File: src/rtl/axi_cdc_drain_ctrl.sv
// Quiesce controller in front of an AXI CDC: counts outstanding bursts, drains them on request, then isolates.
// Latency: zero-cycle valid/ready gating (combinational from registered state); isolated_o one cycle after drain completes.
// Backpressure: a gate closes only between handshakes; a valid already presented downstream stays open until accepted.
module axi_cdc_drain_ctrl #(
  parameter int unsigned MaxTxn = 8
) (
  input  logic clk_i,
  input  logic rst_i,
  input  logic isolate_req_i,
  output logic isolated_o,
  output logic busy_o,
  output logic unexp_rsp_o,
  input  logic slv_aw_valid_i,
  output logic slv_aw_ready_o,
  output logic mst_aw_valid_o,
  input  logic mst_aw_ready_i,
  input  logic slv_w_valid_i,
  input  logic slv_w_last_i,
  output logic slv_w_ready_o,
  output logic mst_w_valid_o,
  input  logic mst_w_ready_i,
  input  logic slv_ar_valid_i,
  output logic slv_ar_ready_o,
  output logic mst_ar_valid_o,
  input  logic mst_ar_ready_i,
  input  logic b_valid_i,
  input  logic b_ready_i,
  input  logic r_valid_i,
  input  logic r_ready_i,
  input  logic r_last_i
);

  localparam int CntW  = $clog2(MaxTxn + 1);
  localparam int CredW = CntW + 1;
  localparam logic [CntW-1:0]         MaxCnt  = CntW'(MaxTxn);
  localparam logic signed [CredW-1:0] CredMax = CredW'(MaxTxn);
  localparam logic signed [CredW-1:0] CredMin = -CredMax;

  typedef enum logic [1:0] {ST_RUN, ST_DRAIN, ST_ISO} state_t;

  state_t                  state_q, state_d;
  logic [CntW-1:0]         wr_cnt_q, rd_cnt_q;
  // AW bursts issued minus W bursts completed; negative when W runs ahead of AW.
  logic signed [CredW-1:0] w_cred_q;
  logic                    aw_pend_q, w_pend_q, ar_pend_q;
  logic                    unexp_q;

  logic aw_gate, w_gate, ar_gate;
  logic aw_hs, w_hs, w_last_hs, ar_hs, b_hs, r_hs, r_last_hs, any_hs;
  logic cred_neg, cred_pos, cred_zero, drained;

  assign cred_neg  = w_cred_q[CredW-1];
  assign cred_zero = (w_cred_q == '0);
  assign cred_pos  = !cred_neg && !cred_zero;

  // A pending (offered but not accepted) valid keeps its gate open regardless of state.
  assign aw_gate = aw_pend_q
                 || (state_q == ST_RUN   && wr_cnt_q < MaxCnt && w_cred_q < CredMax)
                 || (state_q == ST_DRAIN && cred_neg && wr_cnt_q < MaxCnt);
  assign ar_gate = ar_pend_q || (state_q == ST_RUN && rd_cnt_q < MaxCnt);
  assign w_gate  = w_pend_q
                 || (state_q == ST_RUN   && w_cred_q > CredMin)
                 || (state_q == ST_DRAIN && cred_pos);

  assign mst_aw_valid_o = slv_aw_valid_i && aw_gate;
  assign slv_aw_ready_o = mst_aw_ready_i && aw_gate;
  assign mst_w_valid_o  = slv_w_valid_i  && w_gate;
  assign slv_w_ready_o  = mst_w_ready_i  && w_gate;
  assign mst_ar_valid_o = slv_ar_valid_i && ar_gate;
  assign slv_ar_ready_o = mst_ar_ready_i && ar_gate;

  assign aw_hs     = mst_aw_valid_o && mst_aw_ready_i;
  assign w_hs      = mst_w_valid_o  && mst_w_ready_i;
  assign w_last_hs = w_hs && slv_w_last_i;
  assign ar_hs     = mst_ar_valid_o && mst_ar_ready_i;
  assign b_hs      = b_valid_i && b_ready_i;
  assign r_hs      = r_valid_i && r_ready_i;
  assign r_last_hs = r_hs && r_last_i;
  assign any_hs    = aw_hs || w_hs || ar_hs || b_hs || r_hs;

  // With no counts, no pending valids and no handshake, every gate is shut and stays shut.
  assign drained = (wr_cnt_q == '0) && (rd_cnt_q == '0) && cred_zero
                && !aw_pend_q && !w_pend_q && !ar_pend_q && !any_hs;

  assign isolated_o  = (state_q == ST_ISO);
  assign busy_o      = (wr_cnt_q != '0) || (rd_cnt_q != '0) || !cred_zero;
  assign unexp_rsp_o = unexp_q;

  // Outstanding counters; a response at zero count is absorbed and flagged instead of wrapping.
  always_ff @(posedge clk_i or posedge rst_i) begin
    if (rst_i) begin
      wr_cnt_q <= '0;
      rd_cnt_q <= '0;
      w_cred_q <= '0;
      unexp_q  <= 1'b0;
    end else begin
      case ({aw_hs, b_hs})
        2'b10:   wr_cnt_q <= wr_cnt_q + CntW'(1);
        2'b01:   if (wr_cnt_q != '0) wr_cnt_q <= wr_cnt_q - CntW'(1);
        default: wr_cnt_q <= wr_cnt_q;
      endcase
      case ({ar_hs, r_last_hs})
        2'b10:   rd_cnt_q <= rd_cnt_q + CntW'(1);
        2'b01:   if (rd_cnt_q != '0) rd_cnt_q <= rd_cnt_q - CntW'(1);
        default: rd_cnt_q <= rd_cnt_q;
      endcase
      case ({aw_hs, w_last_hs})
        2'b10:   w_cred_q <= w_cred_q + CredW'(1);
        2'b01:   w_cred_q <= w_cred_q - CredW'(1);
        default: w_cred_q <= w_cred_q;
      endcase
      unexp_q <= (b_hs && !aw_hs && wr_cnt_q == '0)
              || (r_last_hs && !ar_hs && rd_cnt_q == '0);
    end
  end

  // Remember valids presented downstream but not yet accepted.
  always_ff @(posedge clk_i or posedge rst_i) begin
    if (rst_i) begin
      aw_pend_q <= 1'b0;
      w_pend_q  <= 1'b0;
      ar_pend_q <= 1'b0;
    end else begin
      aw_pend_q <= mst_aw_valid_o && !mst_aw_ready_i;
      w_pend_q  <= mst_w_valid_o  && !mst_w_ready_i;
      ar_pend_q <= mst_ar_valid_o && !mst_ar_ready_i;
    end
  end

  // State register.
  always_ff @(posedge clk_i or posedge rst_i) begin
    if (rst_i) state_q <= ST_RUN;
    else       state_q <= state_d;
  end

  // Next state: drain on request, abort back to RUN whenever the request drops.
  always_comb begin
    state_d = state_q;
    case (state_q)
      ST_RUN:   if (isolate_req_i) state_d = ST_DRAIN;
      ST_DRAIN: begin
        if (!isolate_req_i) state_d = ST_RUN;
        else if (drained)   state_d = ST_ISO;
      end
      ST_ISO:   if (!isolate_req_i) state_d = ST_RUN;
      default:  state_d = ST_RUN;
    endcase
  end

endmodule

File: config.mk
export PLATFORM = sky130hd
export DESIGN_NAME = axi_cdc_drain_ctrl
export DESIGN_NICKNAME = d
export VERILOG_FILES = /design/src/rtl/axi_cdc_drain_ctrl.sv
export SDC_FILE = /design/constraint.sdc
export NUM_CORES = 1
export LEC_CHECK = 0
export CAP_MARGIN = 20
export CORE_ASPECT_RATIO = 0.75
export CORE_UTILIZATION = 45
export DETAILED_ROUTE_END_ITERATION = 7
export GPL_ROUTABILITY_DRIVEN = 1
export GPL_TIMING_DRIVEN = 0
export PLACE_DENSITY = 0.71
export SLEW_MARGIN = 20
export SYNTH_ARGS = -nofsm -noshare
export SYNTH_HDL_FRONTEND = slang
export SYNTH_SLANG_ARGS = --single-unit
File: constraint.sdc
create_clock -name clk_i -period 3.1 [get_ports clk_i]
set_input_delay 0.465 -clock clk_i [delete_from_list [all_inputs] [get_ports clk_i]]
set_output_delay 0.465 -clock clk_i [all_outputs]
set_load 0.01 [all_outputs]
==> metrics <==
vias in the first global route=984; power density over cell area=around 750 nW/µm²; Final Hold Viols=0; hold buffers post-CTS=0; Max Freq=350 MHz; Initial DRC Count=37; relative slew slack=0.489; # setup viols final=0; top cells by area, synth=dfrtp_1 39%, ha_1 8.2%, fa_1 4.9%; Most used DFF post-synth=dfrtp_1; Antenna Cells=0; share of layout cells above drive strength 1=0.142; die area=2910 µm²; clk slew on worst S/H paths=110 ps; post-synth top area cell=dfrtp_1; status=complete, no violations; GRT Resource Usage Total=0.215; worst endpoint required time=approximately 3300 ps; final worst-path cycle share=0.922; DR vias/cell=about 5.3; Hold WC Path Type=flip-flop to flip-flop; CTS root buffer=clkbuf_4; Die Wd=between 60 and 70 µm; setup ws final=241 ps; Slew Limit Fails=0; clk_skew=8.50 ps; clk sink count=19; RSZ-0062 raised after global routing=no; min Tclk post-route=~2900 ps; CTS tree=built; gr ovfl total=0; dpl ws=-27.5 ps; CP startpoint kind=flip-flop; Max-Cap Viols=0; Synth Register Bits=19; Vias=around 960; top cells by instance count after synthesis=19 x dfrtp_1, 9 x a21oi_1, 8 x ha_1, 8 x inv_1, 8 x nor2b_1; final wirelength=2.62 mm; CP endpoint kind=flip-flop; Ports=24; post-synthesis cell type count=40; post-synth top area share=0.391; htree depth=1; EDFF count, synth=0; Starting Density=0.502; DRC violations left=0; Max clock buf depth=2; global-route wire length before repair=4.40 mm; static leakage=roughly 0.00071 µW; Die Ht=47 µm; post-synth net total=145; Min Hold Slack=between 500 and 600 ps; mapped cell area=1210 µm²; largest net degree at the start of global routing=20; sequential area share after synthesis=0.391; GPL Wtd Cong=0.849; port bufs=23; crit path kind=flip-flop to flip-flop; Routed Antenna Nets=0; nets=~180; # rows=15; HPWL Detailed=slightly above 2 mm; peak supply drop=308 µV; syn avg cell area=10.2 µm²; CORE AREA=2420 µm²; WL per Instance=14.4 µm; cell with the most instances after synthesis=dfrtp_1; post-synthesis cell count=119; Post-Route Utilization=0.641; worst-path fanout max=5; critical path data arrival time=between 3000 and 4000 ps; synth warn=0; initial antenna violation count=0; asr flop ratio synth=1.00; Tightest Pin Transition=between 700 and 800 ps; drt pass-1 iters=4; Num CTS Buffers=3; Synth-to-Final Area Change=27.8%; clk_lat worst skew=300 ps
[repair_timing]
item / CTS / global route
pin swaps: 0 / 0
resized for setup: 1 / 5
setup buffers: 0 / 2
endpoints found under the setup margin: 1 / 1
[through the flow]
| step | cells | area (µm²) | TNS, ps | total power, µW |
|---|---|---|---|---|
| final | 182 | 1550 | 0 | 1160 |
| after global routing | 182 | 1550 | 0 | 1270 |
| after CTS | 180 | 1520 | 0 | 1130 |
| after detailed placement | 176 | 1490 | -27.5 | 983 |
| after global placement | 176 | 1490 | -40.6 | 954 |
| after floorplan | 119 | 1210 | 0 | 813 |
[cells in the final DEF, fill, tap and decap left out, types with 4 or more instances in the layout]
| cell type | instances |
|---|---|
| nor2b_1 | 8 |
| a21o_1 | 4 |
| xnor2_1 | 4 |
| xor2_1 | 5 |
| a21oi_1 | 8 |
| ha_1 | 7 |
| inv_1 | 8 |
| dfrtp_1 | 17 |
| o22ai_1 | 5 |
| clkdlybuf4s50_1 | 23 |
| nand2_1 | 4 |
[state kept, by name (all words and copies together), names as in the netlist]
| signal | cells |
|---|---|
| wr_cnt_q | 4 |
| state_q | 2 |
| unexp_rsp_o | 1 |
| w_cred_q | 5 |
| ar_pend_q | 1 |
| w_pend_q | 1 |
| aw_pend_q | 1 |
| rd_cnt_q | 4 |
[where the power goes]
| part | internal (µW) | switching (µW) |
|---|---|---|
| clock network | 50.2 | 79.4 |
| logic | 302 | 265 |
| registers | 341 | 119 |
[layout make-up]
cell class | count | area [µm²]
Inverter | 10 | 37.5
Multi-Input combinational cell | 89 | 719
Timing Repair Buffer | 25 | 245
Tap cell | 34 | 42.5
Sequential cell | 19 | 478
Fill cell | 202 | 868
Buffer | 1 | 3.75
Clock buffer | 4 | 26.3
[worst max-delay path, cell delays in order (launching register included)]
cell     delay (ps)
dfrtp_2         460
nor4_4          310
o21ai_0         140
a21oi_2         170
nor2b_1          90
and3_1          190
ha_2            230
fa_1            420
a21o_1          170
a21oi_1         180
xor2_1          170
nor2_1           60
xor2_1          150
[cells by family after synthesis]
family,count (synthesis),share of synthesized area
multiplexers,4,0.0340
flip-flops,19,0.391
AO/OA/AOI/OAI,31,0.168
buffers and inverters,11,0.0340
XOR/XNOR,9,0.0649
AND/OR/NAND/NOR,34,0.176
adder cells (fa/ha/maj),11,0.132
[path summary, 6_finish.rpt]
check | from | endpoint | slack, ps | depth (start not counted)
setup / recovery | w_cred_q[0] | w_cred_q[4] | 240 | 12
hold / removal | rd_cnt_q[3] | rd_cnt_q[3] | 530 | 1
setup reg to reg | w_cred_q[0] | w_cred_q[4] | 240 | 12
hold reg to reg | rd_cnt_q[3] | rd_cnt_q[3] | 530 | 1
max in group asynchronous | rst_i | w_cred_q[1] | 1980 | 2
min in group asynchronous | rst_i | rd_cnt_q[2] | 590 | 2
[metal layers]
metal | global-route usage | routed length, µm | share of wire | up-vias
li1 | - | - | - | 493
met1 | 0.273 | 1260 | 0.48 | 442
met2 | 0.370 | 1240 | 0.47 | 19
met3 | 0.0579 | 103 | 0.039 | 3
met4 | 0.0444 | 12 | 0.0046 | 0
met5 | 0 | 0 | 0 | -
(Power assumes the default switching activity.)
